File: src/rtl/alu_issue_pkg.sv
`default_nettype none
// +--------------------------------------------------------------------------+
// | Module      : alu_issue_pkg                                              |
// | Description : Shared opcodes, FSM state encoding and command struct for  |
// |               the ALU issue stage.                                       |
// | Revision    : 1.0 - initial release                                      |
// +--------------------------------------------------------------------------+
package alu_issue_pkg;

  // Operand width of the downstream ALU; the issue stage DW must equal this.
  localparam int ALU_DW = 4;

  localparam logic [2:0] OP_ADD = 3'b000;
  localparam logic [2:0] OP_SUB = 3'b001;
  localparam logic [2:0] OP_MUL = 3'b010;
  localparam logic [2:0] OP_DIV = 3'b011;
  localparam logic [2:0] OP_MOD = 3'b100;
  localparam logic [2:0] OP_AND = 3'b101;
  localparam logic [2:0] OP_OR  = 3'b110;
  localparam logic [2:0] OP_INV = 3'b111;

  typedef logic [1:0] state_t;
  localparam state_t ST_IDLE = 2'd0;
  localparam state_t ST_EXEC = 2'd1;
  localparam state_t ST_OUT  = 2'd2;

  typedef struct packed {
    logic [ALU_DW-1:0] a;
    logic [ALU_DW-1:0] b;
    logic [2:0]        op;
  } cmd_t;

  // Opcodes whose result is undefined when operand b is zero.
  function automatic logic is_div_op(input logic [2:0] op);
    return (op == OP_DIV) || (op == OP_MOD);
  endfunction

endpackage
`default_nettype wire

File: src/rtl/alu_issue_stage_fifo.sv
`default_nettype none
// +--------------------------------------------------------------------------+
// | Module      : alu_cmd_fifo                                               |
// | Description : Show-ahead command FIFO with count/full/empty. A write and |
// |               a read in the same cycle are both honoured when full.      |
// | Revision    : 1.0 - initial release                                      |
// +--------------------------------------------------------------------------+
module alu_cmd_fifo #(
  parameter int DEPTH = 4,
  parameter int WIDTH = 11
) (
  input  logic                     clk,
  input  logic                     rst,
  input  logic                     wr_en,
  input  logic [WIDTH-1:0]         wr_data,
  input  logic                     rd_en,
  output logic [WIDTH-1:0]         rd_data,
  output logic                     full,
  output logic                     empty,
  output logic [$clog2(DEPTH):0]   count
);
  localparam int AW = $clog2(DEPTH);
  localparam logic [AW:0] FULL_COUNT = (AW+1)'(DEPTH);

  logic [WIDTH-1:0] mem [DEPTH];
  logic [AW-1:0]    wr_ptr;
  logic [AW-1:0]    rd_ptr;
  logic             do_wr;
  logic             do_rd;

  assign full    = (count == FULL_COUNT);
  assign empty   = (count == '0);
  assign do_rd   = rd_en && !empty;
  assign do_wr   = wr_en && (!full || do_rd);
  assign rd_data = mem[rd_ptr];

  // Storage array; contents are don't-care until written, so no reset.
  always_ff @(posedge clk) begin
    if (do_wr) mem[wr_ptr] <= wr_data;
  end

  // Pointers wrap naturally because DEPTH is a power of two.
  always_ff @(posedge clk or posedge rst) begin
    if (rst) begin
      wr_ptr <= '0;
      rd_ptr <= '0;
      count  <= '0;
    end else begin
      if (do_wr) wr_ptr <= wr_ptr + 1'b1;
      if (do_rd) rd_ptr <= rd_ptr + 1'b1;
      case ({do_wr, do_rd})
        2'b10:   count <= count + 1'b1;
        2'b01:   count <= count - 1'b1;
        default: count <= count;
      endcase
    end
  end
endmodule
`default_nettype wire

File: src/rtl/alu_issue_stage.sv
`default_nettype none
// +--------------------------------------------------------------------------+
// | Module      : alu_issue_stage                                            |
// | Description : Buffers ALU commands, drives the ALU from registers and    |
// |               returns each result with its opcode and a div-by-zero flag.|
// |               Optional macro ALU_ISSUE_STATS_EN adds saturating          |
// |               issue/error counters.                                      |
// | Revision    : 1.0 - initial release                                      |
// +--------------------------------------------------------------------------+
module alu_issue_stage
  import alu_issue_pkg::*;
#(
  parameter int DEPTH = 4,
  parameter int DW    = 4
) (
  input  logic          clk,
  input  logic          rst,
  input  logic          cmd_valid,
  output logic          cmd_ready,
  input  logic [DW-1:0] cmd_a,
  input  logic [DW-1:0] cmd_b,
  input  logic [2:0]    cmd_op,
  output logic [DW-1:0] alu_a,
  output logic [DW-1:0] alu_b,
  output logic [2:0]    alu_x,
  input  logic [DW-1:0] alu_y,
  output logic          res_valid,
  input  logic          res_ready,
  output logic [DW-1:0] res_data,
  output logic [2:0]    res_op,
  output logic          res_err
`ifdef ALU_ISSUE_STATS_EN
  ,
  output logic [7:0]    stat_issued,
  output logic [7:0]    stat_err
`endif
);
  state_t                 state;
  cmd_t                   push_word;
  cmd_t                   head_word;
  logic                   fifo_full;
  logic                   fifo_empty;
  logic [$clog2(DEPTH):0] fifo_count;
  logic                   push;
  logic                   pop;
  logic                   div_zero;

  assign push_word.a  = cmd_a;
  assign push_word.b  = cmd_b;
  assign push_word.op = cmd_op;

  // cmd_ready comes straight from the registered FIFO count.
  assign cmd_ready = !fifo_full;
  assign push      = cmd_valid && cmd_ready;

  // Next command is issued from IDLE, or in OUT on the same edge the result leaves.
  assign pop = !fifo_empty &&
               ((state == ST_IDLE) ||
                (state == ST_OUT && res_valid && res_ready));

  assign div_zero = is_div_op(alu_x) && (alu_b == '0);

  alu_cmd_fifo #(
    .DEPTH (DEPTH),
    .WIDTH ($bits(cmd_t))
  ) u_fifo (
    .clk     (clk),
    .rst     (rst),
    .wr_en   (push),
    .wr_data (push_word),
    .rd_en   (pop),
    .rd_data (head_word),
    .full    (fifo_full),
    .empty   (fifo_empty),
    .count   (fifo_count)
  );

  // Issue/capture FSM together with the ALU operand and result registers.
  always_ff @(posedge clk or posedge rst) begin
    if (rst) begin
      state     <= ST_IDLE;
      alu_a     <= '0;
      alu_b     <= '0;
      alu_x     <= '0;
      res_valid <= 1'b0;
      res_data  <= '0;
      res_op    <= '0;
      res_err   <= 1'b0;
    end else begin
      case (state)
        ST_IDLE: begin
          if (pop) begin
            alu_a <= head_word.a;
            alu_b <= head_word.b;
            alu_x <= head_word.op;
            state <= ST_EXEC;
          end
        end
        ST_EXEC: begin
          // The ALU output is undefined for a zero divisor, so it is replaced.
          res_data  <= div_zero ? '0 : alu_y;
          res_op    <= alu_x;
          res_err   <= div_zero;
          res_valid <= 1'b1;
          state     <= ST_OUT;
        end
        ST_OUT: begin
          if (res_valid && res_ready) begin
            res_valid <= 1'b0;
            if (pop) begin
              alu_a <= head_word.a;
              alu_b <= head_word.b;
              alu_x <= head_word.op;
              state <= ST_EXEC;
            end else begin
              state <= ST_IDLE;
            end
          end
        end
        default: state <= ST_IDLE;
      endcase
    end
  end

`ifdef ALU_ISSUE_STATS_EN
  // Saturating counters: one issue per EXEC cycle, errors when div-by-zero.
  always_ff @(posedge clk or posedge rst) begin
    if (rst) begin
      stat_issued <= 8'h00;
      stat_err    <= 8'h00;
    end else if (state == ST_EXEC) begin
      if (stat_issued != 8'hFF) stat_issued <= stat_issued + 8'h01;
      if (div_zero && stat_err != 8'hFF) stat_err <= stat_err + 8'h01;
    end
  end
`endif

endmodule
`default_nettype wire

File: config.mk
export PLATFORM = sky130hd
export DESIGN_NAME = alu_issue_stage
export DESIGN_NICKNAME = d
export VERILOG_FILES = /design/src/rtl/alu_issue_pkg.sv /design/src/rtl/alu_issue_stage_fifo.sv /design/src/rtl/alu_issue_stage.sv
export SDC_FILE = /design/constraint.sdc
export NUM_CORES = 1
export LEC_CHECK = 0
export ABC_AREA = 1
export BUFFER_PORTS_ARGS = -buffer_cell sky130_fd_sc_hd__buf_2
export CAP_MARGIN = 20
export CORE_MARGIN = 2
export CORE_UTILIZATION = 45
export DETAILED_ROUTE_END_ITERATION = 8
export PLACE_DENSITY = 0.76
export SYNTH_ARGS = -nofsm -noshare
export SYNTH_HDL_FRONTEND = slang
export SYNTH_SLANG_ARGS = --single-unit
File: constraint.sdc
create_clock -name clk -period 4.5 [get_ports clk]
set_clock_uncertainty 0.2 [all_clocks]
set_input_delay 0.9 -clock clk [delete_from_list [all_inputs] [get_ports clk]]
set_output_delay 0.9 -clock clk [all_outputs]
set_load 0.02 [all_outputs]
==> Yosys cells after proc, flatten, opt, wreduce, memory -nomap -nowiden <==
Memories as Yosys holds them, arrays and structs flattened.
Index checks and enable logic that the tools add are counted.
W data, S select, Z words.
{ "op_classes": {"reduce_logical": 22, "add_sub_neg": 4, "muxes": 19, "n_eq_ne": 9} }
{ "op_table": {"columns": ["cell", "n"], "rows": [
  ["$mux W4", 5],
  ["$pmux W4 S2", 2],
  ["$pmux W3 S2", 2],
  ["$logic_and A1 B1 Y1", 8],
  ["$eq A3 B3 Y1 const B", 2],
  ["$mux W3", 2],
  ["$pmux W2 S3", 1],
  ["$reduce_and A2 Y1", 3],
  ["$reduce_bool A2 Y1", 3],
  ["$add A2 B1 Y2 const B", 2],
  ["$eq A2 B1 Y1 const B", 2],
  ["$eq A2 B2 Y1 const B", 2],
  ["$logic_not A4 Y1", 1],
  ["$mux W1", 4],
  ["$mux W2", 2],
  ["$ne A2 B1 Y1 const B", 2],
  ["$add A3 B1 Y3 const B", 1],
  ["$eq A3 B2 Y1 const B", 1],
  ["$logic_not A3 Y1", 1],
  ["$logic_or A1 B1 Y1", 3],
  ["$sub A3 B1 Y3 const B", 1],
  ["$logic_not A1 Y1", 2],
  ["$logic_not A2 Y1", 1],
  ["$pmux W1 S2", 1]
]} }
{ "totals": {"word_cells": 66, "mem_count": 1, "input_bits": 19, "ff_bits": 29, "ram_bits": 44, "out_inout_bits": 21} }
{ "mem_list": {"columns": ["name", "words", "word_bits", "read_ports", "rd_ports_with_merged_regs", "wr", "line", "text"], "rows": [
  ["u_fifo.mem", 4, 11, 1, 0, 1, "alu_issue_stage_fifo.sv:25", "logic [WIDTH-1:0] mem [DEPTH];"]
]} }

==> Depth between registers and ports, before layout <==
{ "logic_depth": {"ltp_word": 10, "depth_mapped": 11, "depth_no_buf": 10} }

==> Modules after synthesis <==
A second synthesis with hierarchy kept.
{ "hier_totals": {"hier_cells": 285, "hier_area_um2": 3135.5} }
{ "modules_own_cells": {"columns": ["module", "cells_each", "area_per_inst_um2", "instances", "seq_area_each_um2"], "rows": [
  ["alu_cmd_fifo", 182, 2195.9, 1, 1496.4],
  ["alu_issue_stage", 103, 939.7, 1, 550.5]
]} }

==> Least setup slack after synthesis <==
Ideal clock, no wire load.
{ "synth_timing": {"path_kind": "input -> register", "start": "input port res_ready", "end": "register u_fifo.count[2]", "path_slack_ns": 1.828, "cell_stages": 11, "n_path_buf": 1, "t_required_ns": 4.221, "t_arrival_ns": 2.393, "setup_ns": 0.079, "path_cell_list": "nand2_1 > nand3_2 > nand3_4 > inv_4 > buf_6 > ha_1 > inv_1 > fa_1 > or2_2 > nand2_1 > xor2_1"} }
{ "synth_between": {"elab_chain_cells": 8, "elab_cells_between_ends": 10, "classes_between": "2 x eq/ne; 1 x mux; 7 x reduce/logical"} }
{ "synth_rtl": {"columns": ["element", "line", "text"], "rows": [
  ["start: declaration", "alu_issue_stage.sv:28", "input logic res_ready,"],
  ["$logic_and A1 B1 Y1 *", "alu_issue_stage.sv:59", "(state == ST_OUT && res_valid && res_ready));"],
  ["$logic_or A1 B1 Y1 *", "alu_issue_stage.sv:58", "((state == ST_IDLE) ||"],
  ["$logic_and A1 B1 Y1 *", "alu_issue_stage.sv:57", "assign pop = !fifo_empty &&"],
  ["$logic_and A1 B1 Y1 *", "alu_issue_stage_fifo.sv:33", "assign do_rd = rd_en && !empty;"],
  ["named net u_fifo.do_rd", "alu_issue_stage_fifo.sv:29", "logic do_rd;"],
  ["$logic_or A1 B1 Y1", "alu_issue_stage_fifo.sv:34", "assign do_wr = wr_en && (!full || do_rd);"],
  ["$logic_and A1 B1 Y1", "alu_issue_stage_fifo.sv:34", null],
  ["$eq A2 B1 Y1 or $eq A2 B2 Y1 (tied branches)", "alu_issue_stage_fifo.sv:51", "case ({do_wr, do_rd})"],
  ["$pmux W3 S2 or $reduce_bool A2 Y1 (tied branches)", null, null],
  ["end signal: assignment", "alu_issue_stage_fifo.sv:52", "2'b10: count <= count + 1'b1;"],
  ["end signal: assignment", "alu_issue_stage_fifo.sv:53", "2'b01: count <= count - 1'b1;"],
  ["end signal: assignment", "alu_issue_stage_fifo.sv:54", "default: count <= count;"],
  ["end: declaration", "alu_issue_stage_fifo.sv:20", "output logic [$clog2(DEPTH):0] count"]
]} }
The timed path passes the listed nets; every way through them passes the cells marked *.
A chain may end at the register's enable or synchronous reset.

==> Worst setup path after layout <==
{ "layout_timing": {"start": "input port res_ready", "end": "register u_fifo.count[2]"} }
{ "layout_between": {"elab_chain_cells": 8, "elab_cells_between_ends": 10, "classes_between": "2 x eq/ne; 1 x mux; 7 x reduce/logical"} }
{ "layout_rtl": {"columns": ["element", "line"], "rows": [
  ["$logic_and A1 B1 Y1 *", "alu_issue_stage.sv:59"],
  ["$logic_or A1 B1 Y1 *", "alu_issue_stage.sv:58"],
  ["$logic_and A1 B1 Y1 *", "alu_issue_stage.sv:57"],
  ["$logic_and A1 B1 Y1 *", "alu_issue_stage_fifo.sv:33"],
  ["$logic_or A1 B1 Y1", "alu_issue_stage_fifo.sv:34"],
  ["$logic_and A1 B1 Y1", "alu_issue_stage_fifo.sv:34"],
  ["$eq A2 B1 Y1 or $eq A2 B2 Y1 (tied branches)", "alu_issue_stage_fifo.sv:51"],
  ["$pmux W3 S2 or $reduce_bool A2 Y1 (tied branches)", null]
]} }
Every way passes the cells marked *; elsewhere a longest branch is shown, timed or not.

==> summary.md <==
| Metric | Value |
|---|---|
| Finished Core Util | `52.9%` |
| Antenna fix cells | `0` |
| Avg Inst Size Synth | `10.0 µm²` |
| Hold path startpoint | `res_data[3]$_DFFE_PP0P_` |
| Worst slew pin tran | `1010 ps` |
| Hold crit path type | `reg -> reg` |
| Mux cell area share after synthesis | `0%` |
| Reg-to-reg endpoint | `u_fifo.count[2]$_DFFE_PP0P_` |
| Worst path required time | `4560 ps` |
| Largest net degree at the start of global routing | `30` |
| Grt ovf | `0` |
| IO Count | `40` |
| Relative slew slack | `32.7%` |
| Die Area | `7680 µm²` |
| Non-Filler Instances | `457` |
| CP endpoint kind | `flop` |
| Final Power | `1.15 mW` |
| Synth unique cells | `24` |
| Setup violators final | `0` |
| Register-to-register setup slack | `2190 ps` |
| 1st-iter DRT viols | `99` |
| Area Growth Syn to Fin | `14.2%` |
| Critical path, cell by cell | `buf_2, nand2_1, nand3_2, nand3_4, inv_4, ha_1, inv_1, fa_1, or2_2, nand2_1, xor2_1` |
| Post-Synth Simple-Gate Area | `22.2%` |
| DR vias | `2071` |
| Leak Pwr | `1.73 nW` |
| Synth Area in Adders | `2.62%` |
| Xor/xnor share of the synthesized area | `1.11%` |
| Post CTS Setup Buffer Count | `0` |
| CP max-delay cell | `fa_1` |
| Minimum clock period | `2560 ps` |
| Ys Warns | `0` |
| Seq/Total Area, Yosys | `65.0%` |
| CTS root buf | `clkbuf_8` |
| Synth Net Count | `339` |
| Area after DPL | `3390 µm²` |
| Run status | `finished clean` |
| Final Cell Area | `3590 µm²` |
| Post-synthesis compound-gate area fraction | `1.23%` |
| Vias per inst | `4.53` |
| GP Congestion | `0.776` |
| Max FO, Critical Path | `16` |
| Synthesis-stage register bit count | `73` |
| Clock tree buffer depth | `2` |
| VDD IR-drop max | `0.228 mV` |
| Fmax | `391 MHz` |
| Post-Syn Area | `3150 µm²` |
| Final Slew Violations | `0` |
| Final Net Count | `382` |
| Total track usage | `15.9%` |
| Share of cells above drive strength 1 | `18.0%` |
| Worst r2r src | `u_fifo.count[1]$_DFFE_PP0P_` |
| CP arrival | `2620 ps` |
| Clock sink total | `73` |
| Crit Path Class | `in -> reg` |
| Hold path depth | `2` |
| Maximum capacitance violations | `0` |
| Max incr delay on CP | `370 ps` |
| Initial Util | `46.3%` |
| DP Wirelength | `3.70 mm` |
| Kind of start point of the critical path | `input pin` |
| Hold buffers post-CTS | `0` |
| Num rows | `30` |
| WL per Instance | `11.9 µm` |
| RSZ-0062 raised after global routing | `no` |
| Crit path top cell by count | `nand2_1` |
| Pwr/cell area | `320 nW/µm²` |
| Largest family of logic cells by synthesized area | `simple AND/OR/NAND/NOR gates` |
| DRC viols | `0` |
| Cells after DPL | `439` |
| Vias in the first global route | `1857` |
| Hold EP | `res_data[3]$_DFFE_PP0P_` |
| Die height | `87.6 µm` |
| Post-Route WL | `5.46 mm` |
| H-tree levels | `3` |
| IO Port Bufs | `39` |
| Core area | `6790 µm²` |
| Worst Reg-to-Reg Cells | `10` |
| CTS buffer count | `9` |
| Final period util | `56.8%` |
| Clk slew on worst S/H paths | `70 ps` |
| TritonCTS clock tree | `done` |
| # resized after CTS | `0` |
| Initial antenna violation count | `0` |
| Setup_tns | `0 ps` |
| Pre-antenna DRT Iters | `4` |
| Clock latency on the worst-skew pair | `340 ps` |
| Synth Instances | `314` |
| Final ANT Viol Nets | `0` |
| First-pass GRT wire length | `8.93 mm` |
| Die Width | `87.6 µm` |
| Hold Vio Cnt, Final | `0` |
## per-stage QoR
| stage | setup slack (ps) | hold slack (ps) |
|---|---|---|
| 6_report | 1940 | 282 |
| 5_1_grt | 1780 | 311 |
| 4_1_cts | 1940 | 281 |
| 3_5_place_dp | 1580 | 262 |
| 3_3_place_gp | 1650 | 258 |
| 2_1_floorplan | 1830 | 253 |
## metal layers
layer | track usage [%] | up-vias | share of wire (%)
met5 | 0 | - | 0
met4 | 4.20 | 0 | 1.1
met3 | 7.26 | 6 | 6.4
met2 | 24.1 | 63 | 46
met1 | 20.8 | 940 | 46
li1 | - | 1062 | -
## cell usage after synthesis
cell type	instances	share of area, %
o21ai_0	2	0.32
or2_2	1	0.20
dfrtp_1	29	23
fa_1	1	0.64
buf_4	5	1.2
xnor2_1	2	0.56
inv_2	2	0.24
nand2_2	1	0.20
ha_1	5	2.0
nand3_2	2	0.64
xor2_1	2	0.56
o21ai_1	2	0.32
nor2_1	7	0.84
o22a_1	1	0.28
inv_4	2	0.40
nand2_1	140	17
a21oi_1	2	0.32
buf_2	3	0.48
nand3_4	1	0.56
buf_6	2	0.72
nand3_1	17	2.7
edfxtp_1	44	42
nor2_4	1	0.36
inv_1	40	4.8
## cell usage in the layout, fill, tap and decap left out, drive strengths merged
cell      instances
nand2           141
edfxtp           44
inv              44
buf              42
dfrtp            29
nand3            20
clkbuf            9
nor2              8
ha                5
o21ai             4
clkinv            4
xor2              2
xnor2             2
a21oi             2
clkinvlp          2
or2               1
o22a              1
fa                1
## state kept, by name, indices dropped and copies added, names as in the netlist
name / count
u_fifo.count: 3
u_fifo.wr_ptr: 2
res_op: 3
u_fifo.mem: 44
res_err: 1
u_fifo.rd_ptr: 2
res_valid: 1
state: 2
alu_b: 4
alu_a: 4
alu_x: 3
res_data: 4
## worst max path at each step
stage | startpoint | end | slack [ps] | cells past startpoint
2_1_floorplan | res_ready | u_fifo.count[2]$_DFFE_PP0P_ | 1830 | 11
3_3_place_gp | res_ready | u_fifo.count[2]$_DFFE_PP0P_ | 1650 | 11
3_5_place_dp | res_ready | u_fifo.count[2]$_DFFE_PP0P_ | 1580 | 11
4_1_cts | res_ready | u_fifo.count[2]$_DFFE_PP0P_ | 1940 | 11
5_1_grt | res_ready | u_fifo.count[2]$_DFFE_PP0P_ | 1780 | 11
6_report | res_ready | u_fifo.count[2]$_DFFE_PP0P_ | 1940 | 11
## layout make-up
type,count,area (µm²)
inverters,44,170
multi-input cells,187,855
repair buffers,42,241
well taps,96,120
fillers,612,3200
clock inverters,6,36.3
clock buffers,9,124
flip-flops and latches,73,2050
## where the power goes
| part | switching, mW | leakage [nW] | total (mW) | internal (mW) |
|---|---|---|---|---|
| Sequential | 0 | 0.759 | 0.711 | 0.711 |
| Combinational | 0.0109 | 0.890 | 0.0189 | 0.00802 |
| Clock | 0.228 | 0.0762 | 0.420 | 0.192 |
## kinds of logic after synthesis
group                    count (synthesis)
XOR/XNOR                                 4
AND/OR/NAND/NOR                        170
flip-flops                              73
buffers and inverters                   54
adder cells (fa/ha/maj)                  6
AO/OA/AOI/OAI                            7
## critical path, delay by kind of cell
family                   cells  cell delay, ps
adder cells (fa/ha/maj)      2             530
XOR/XNOR                     1             150
AND/OR/NAND/NOR              5             720
buffers and inverters        3             310
Note: power is estimated with default switching activity, not from simulation.
